**config.mk**
```make
export PLATFORM = sky130hd
export DESIGN_NAME = block_memory_responder
export DESIGN_NICKNAME = d
export VERILOG_FILES = /design/src/rtl/block_memory_responder.sv
export SDC_FILE = /design/constraint.sdc
export NUM_CORES = 2
export LEC_CHECK = 0
export CAP_MARGIN = 20
export CORE_ASPECT_RATIO = 0.7
export CORE_MARGIN = 2
export CORE_UTILIZATION = 38
export CTS_BUF_LIST = sky130_fd_sc_hd__clkbuf_4
export CTS_CLUSTER_SIZE = 10
export DETAILED_ROUTE_END_ITERATION = 16
export SKIP_LAST_GASP = 1
export SLEW_MARGIN = 10
export SYNTH_ARGS = -nofsm -noshare
export SYNTH_HDL_FRONTEND = slang
export SYNTH_SLANG_ARGS = --single-unit
```
**constraint.sdc**
```tcl
create_clock -name clk -period 29.9 [get_ports clk]
set_clock_uncertainty 0.1 [all_clocks]
set_input_delay 5.98 -clock clk [delete_from_list [all_inputs] [get_ports clk]]
set_output_delay 5.98 -clock clk [all_outputs]
set_load 0.01 [all_outputs]
```
**src/rtl/block_memory_responder.sv**
```systemverilog
// Main-memory side of the cache RAM interface: serves 128-bit block refills
// and dirty-victim writebacks from a 2**BLOCK_AW x 128 backing array, each
// access taking LATENCY wait cycles. When both arrive together the writeback
// commits first, so a same-address refill returns the freshly written block.
//
// state     | meaning
// ----------+--------------------------------------------------------------
// IDLE      | waiting; requests sampled, addresses and victim data latched
// WR_WAIT   | writeback latency countdown
// WR_COMMIT | victim block written to the array, wrDone issued
// RD_WAIT   | refill latency countdown
// RD_DONE   | refill block read from the array into the output register
module block_memory_responder #(
  parameter int BLOCK_AW = 4,
  parameter int LATENCY  = 4
) (
  input  logic                clk,
  input  logic                reset,
  input  logic                rdReq,
  input  logic [BLOCK_AW-1:0] rdAddress,
  input  logic                wrReq,
  input  logic [BLOCK_AW-1:0] wrAddress,
  input  logic [127:0]        dataInFromCache,
  output logic [127:0]        dataOutToCache,
  output logic                busy,
  output logic                rdValid,
  output logic                wrDone
);

  localparam int          DEPTH    = 2 ** BLOCK_AW;
  localparam logic [3:0]  CNT_INIT = 4'(LATENCY - 1);

  typedef enum logic [2:0] {
    IDLE,
    WR_WAIT,
    WR_COMMIT,
    RD_WAIT,
    RD_DONE
  } state_t;

  state_t              state_q, state_d;
  logic [3:0]          cnt_q, cnt_d;
  logic                rd_pend_q, rd_pend_d;
  logic [BLOCK_AW-1:0] rd_addr_q, rd_addr_d;
  logic [BLOCK_AW-1:0] wr_addr_q, wr_addr_d;
  logic [127:0]        wr_data_q, wr_data_d;
  logic [127:0]        data_out_q, data_out_d;
  logic                rd_fire_q, rd_fire_d;
  logic                rd_valid_q, rd_valid_d;
  logic                wr_done_q, wr_done_d;
  logic                mem_we;

  logic [127:0]        mem [DEPTH];

  // Next-state, countdown and output-register logic for the access sequencer.
  // The refill block is captured in RD_DONE and rdValid follows one cycle
  // later, so the data is already stable when the pulse is seen.
  always_comb begin
    state_d    = state_q;
    cnt_d      = cnt_q;
    rd_pend_d  = rd_pend_q;
    rd_addr_d  = rd_addr_q;
    wr_addr_d  = wr_addr_q;
    wr_data_d  = wr_data_q;
    data_out_d = data_out_q;
    rd_fire_d  = 1'b0;
    rd_valid_d = rd_fire_q;
    wr_done_d  = 1'b0;
    mem_we     = 1'b0;

    case (state_q)
      IDLE: begin
        if (rdReq || wrReq) begin
          rd_addr_d = rdAddress;
          wr_addr_d = wrAddress;
          wr_data_d = dataInFromCache;
        end
        if (wrReq) begin
          state_d   = WR_WAIT;
          cnt_d     = CNT_INIT;
          rd_pend_d = rdReq;
        end else if (rdReq) begin
          state_d = RD_WAIT;
          cnt_d   = CNT_INIT;
        end
      end
      WR_WAIT: begin
        if (cnt_q == 4'd0) state_d = WR_COMMIT;
        else               cnt_d   = cnt_q - 4'd1;
      end
      WR_COMMIT: begin
        mem_we    = 1'b1;
        wr_done_d = 1'b1;
        if (rd_pend_q) begin
          state_d   = RD_WAIT;
          cnt_d     = CNT_INIT;
          rd_pend_d = 1'b0;
        end else begin
          state_d = IDLE;
        end
      end
      RD_WAIT: begin
        if (cnt_q == 4'd0) state_d = RD_DONE;
        else               cnt_d   = cnt_q - 4'd1;
      end
      RD_DONE: begin
        data_out_d = mem[rd_addr_q];
        rd_fire_d  = 1'b1;
        state_d    = IDLE;
      end
      default: state_d = IDLE;
    endcase
  end

  // Control and output registers; reset aborts any access in flight.
  always_ff @(posedge clk) begin
    if (!reset) begin
      state_q    <= IDLE;
      cnt_q      <= 4'd0;
      rd_pend_q  <= 1'b0;
      rd_addr_q  <= '0;
      wr_addr_q  <= '0;
      wr_data_q  <= '0;
      data_out_q <= '0;
      rd_fire_q  <= 1'b0;
      rd_valid_q <= 1'b0;
      wr_done_q  <= 1'b0;
    end else begin
      state_q    <= state_d;
      cnt_q      <= cnt_d;
      rd_pend_q  <= rd_pend_d;
      rd_addr_q  <= rd_addr_d;
      wr_addr_q  <= wr_addr_d;
      wr_data_q  <= wr_data_d;
      data_out_q <= data_out_d;
      rd_fire_q  <= rd_fire_d;
      rd_valid_q <= rd_valid_d;
      wr_done_q  <= wr_done_d;
    end
  end

  // Backing store is not reset; a reset coinciding with the commit cancels it.
  always_ff @(posedge clk) begin
    if (reset && mem_we) mem[wr_addr_q] <= wr_data_q;
  end

  assign dataOutToCache = data_out_q;
  assign busy           = (state_q != IDLE);
  assign rdValid        = rd_valid_q;
  assign wrDone         = wr_done_q;

endmodule

```
==> metrics.md <==
| Metric | Value |
|---|---|
| Status | finished clean |
| Crit end category | output port |
| Max Cap Viol | 0 |
| Crit path required time | 23.82 ns |
| Start point of the worst hold path | rd_fire_q |
| Startpoint Class | flip-flop |
| Number of global-route vias before repair | 45,300 |
| Core ar. | 226,000 sq um |
| Hold WS | 0.352 ns |
| All-layer global routing usage | 18.8% |
| Hold depth | 1 |
| Final Cycle Share | 29.1% |
| Post-route ant nets | 0 |
| First-pass GRT wire length | 317 mm |
| WL final | 220 mm |
| Full die area | 231,000 sq um |
| Placed Cells incl. Taps | 7,275 |
| Sequential share of the synthesized area | 77.6% |
| Setup violators final | 0 |
| Postcts setup bufs | 0 |
| Worst IR drop on VDD | 0.0657 mV |
| Headroom to the max-slew limit | 24.0% |
| Syn_area_per_cell | 20.9 sq um |
| # H-tree levels | 6 |
| Hpwl dp | 121 mm |
| Final core area utilization | 44.1% |
| Most frequent cells in the layout | edfxtp_1 (2,048), clkbuf_4 (873), mux4_2 (494), nand2_1 (286), dfxtp_1 (271) |
| Leading area contributor after synthesis | edfxtp_1 |
| CP arrival | 2.61 ns |
| Via/cell ratio | 5.34 |
| Starting Density | 38.2% |
| CTS tree | yes |
| Ys Warns | 0 |
| Num CTS Buffers | 571 |
| Post-CTS Resized | 0 |
| Hold Vio Cnt, Final | 0 |
| PwrDens | 79.0 nW/um^2 |
| PortBufs | 270 |
| Layout cells sized above 1 | 29.3% |
| Setup CP Type | reg2out |
| Syn Inst Count | 4,134 |
| Initial antenna violation count | 15 |
| R2r setup slk | 24.85 ns |
| Pin count of the biggest net entering global routing | 115 |
| Die height | 403 um |
| Synth top area cells | edfxtp_1 (71%), mux4_2 (13%), dfxtp_1 (6.4%) |
| Worst R2R End | dataOutToCache[75] |
| Leak Pwr | 0.0315 uW |
| Worst Reg-to-Reg Cells | 7 |
| Primary FF master, synth | edfxtp_1 |
| Net Count, Synth | 4,276 |
| DRC Markers | 0 |
| Final #Nets | 4,956 |
| Worst Tran Pin Value | 1.14 ns |
| Clk root buf | clkbuf_4 |
| Final std cells w/o fill | 8,300 |
| CTS sink cnt | 2,323 |
| Site row count | 146 |
| Unrepaired setup endpoints after global routing | false |
| Post-synth EDFFs | 2,048 |
| Routed length per placed instance | 26.5 um |
| Clock Tree Buf Depth | 4 |
| Post-synth cell types | 45 |
| Pins Over Slew Limit | 0 |
| Worst Hold Class | reg2reg |
| Final setup TNS | 0 ns |
| Most common cell after layout, fill and taps aside | edfxtp_1 |
| Critical Path Fanout Max | 8 |
| Reg clk slew, reported paths | 0.06 ns |
| I/O Pins | 271 |
| Top-area cell type share of the netlist area | 71.2% |
| R2R Path Start | rd_addr_q[2] |
| Synth-to-layout area growth | 15.5% |
| Fmax | 115 MHz |
| First-pass DRT Iterations | 5 |
| RD Place Congestion | 0.766 |
| Hold buffers post-CTS | 0 |
| Via count of the routed design | 44,300 |
| Yosys reg bits | 2,323 |
| Period minus WS final | 8.69 ns |
| Total power | 7880 uW |
| Mapped cell area | 86,400 sq um |
| Total gr overflow | 0 |
| First-iteration detailed-routing DRC count | 4,870 |
| Clk_lat worst skew | 1.19 ns |
| Hold EP | rdValid |
| Async set-reset flop share out of synthesis | 0% |
| Die X-Extent | 574 um |
-- how the worst max path moves through the flow --
stage / slack [ns] / end / from / depth (start not counted)
after floorplan: 13.47 / mem[0][0] / reset / 5
after global placement: 20.20 / mem[3][71] / reset / 7
after detailed placement: 20.11 / mem[3][71] / reset / 7
after CTS: 21.08 / busy / state_q[2] / 3
after global routing: 21.02 / busy / state_q[2] / 3
final: 21.21 / busy / state_q[0] / 3
-- area by class of cell --
class | instances | area [sq um]
fillers | 19600 | 126000
flip-flops and latches | 2323 | 67000
multi-input cells | 1559 | 18000
clock buffers | 873 | 6550
well taps | 3034 | 3800
repair buffers | 354 | 3400
clock inverters | 147 | 963
inverters | 5 | 23.8
diodes | 5 | 12.5
-- cell usage after synthesis (all sizes together) (2+ instances only) --
master  number
edfxtp    2048
ha           2
or3b         4
and2         5
inv          5
mux2i      231
a21oi      145
nor3         7
nor4         6
nand2      287
dfxtp      275
or3          3
clkbuf      81
nand3b       5
o22ai       56
nand2b       7
nand3       77
buf        166
mux4       494
o21ai       66
a211oi      51
o221ai      72
o32ai        6
nor2        26
nor3b        2
-- kinds of logic after synthesis --
group | after synthesis | synth area share, %
adder cells (fa/ha/maj) | 2 | 0.0290
AND/OR/NAND/NOR | 432 | 2.17
AO/OA/AOI/OAI | 400 | 2.91
multiplexers | 725 | 15.6
buffers and inverters | 252 | 1.77
flip-flops | 2323 | 77.6
-- flip-flops by register name, indices dropped and copies added, names as in the netlist --
name            cells
state_q             3
mem              2048
rd_addr_q           4
rd_fire_q           1
wr_addr_q           4
dataOutToCache    128
cnt_q               4
rdValid             1
wrDone              1
rd_pend_q           1
wr_data_q         128
-- routing by layer --
| layer | part of all wire [%] | up-vias | global-route usage [%] | wire length [um] |
|---|---|---|---|---|
| li1 | - | 18800 | - | - |
| met1 | 45 | 23200 | 28.0 | 99600 |
| met2 | 43 | 2015 | 26.6 | 94800 |
| met3 | 9.5 | 297 | 5.47 | 20900 |
| met4 | 2.2 | 8 | 5.54 | 4880 |
| met5 | 0.030 | - | 0 | 67 |
-- report_power, final --
group	internal (uW)	switching [uW]	leakage, uW
clock network	1440	1270	0.00447
logic	469	584	0.00598
registers	3820	298	0.0211
total	5730	2150	0.0315
-- per-stage QoR --
step           area (sq um)  setup slack, ns
2_1_floorplan         86400            13.47
3_3_place_gp          92200            20.20
3_5_place_dp          92200            20.11
4_1_cts               99800            21.08
5_1_grt               99800            21.02
6_report              99800            21.21
-- worst max-delay path, stage by stage, from the launching register on --
cell	delay, ns
dfxtp_1	0.46
nor3_2	0.40
inv_2	0.10
clkdlybuf4s50_1	0.50
No activity file was read; power rests on OpenSTA's default activity.
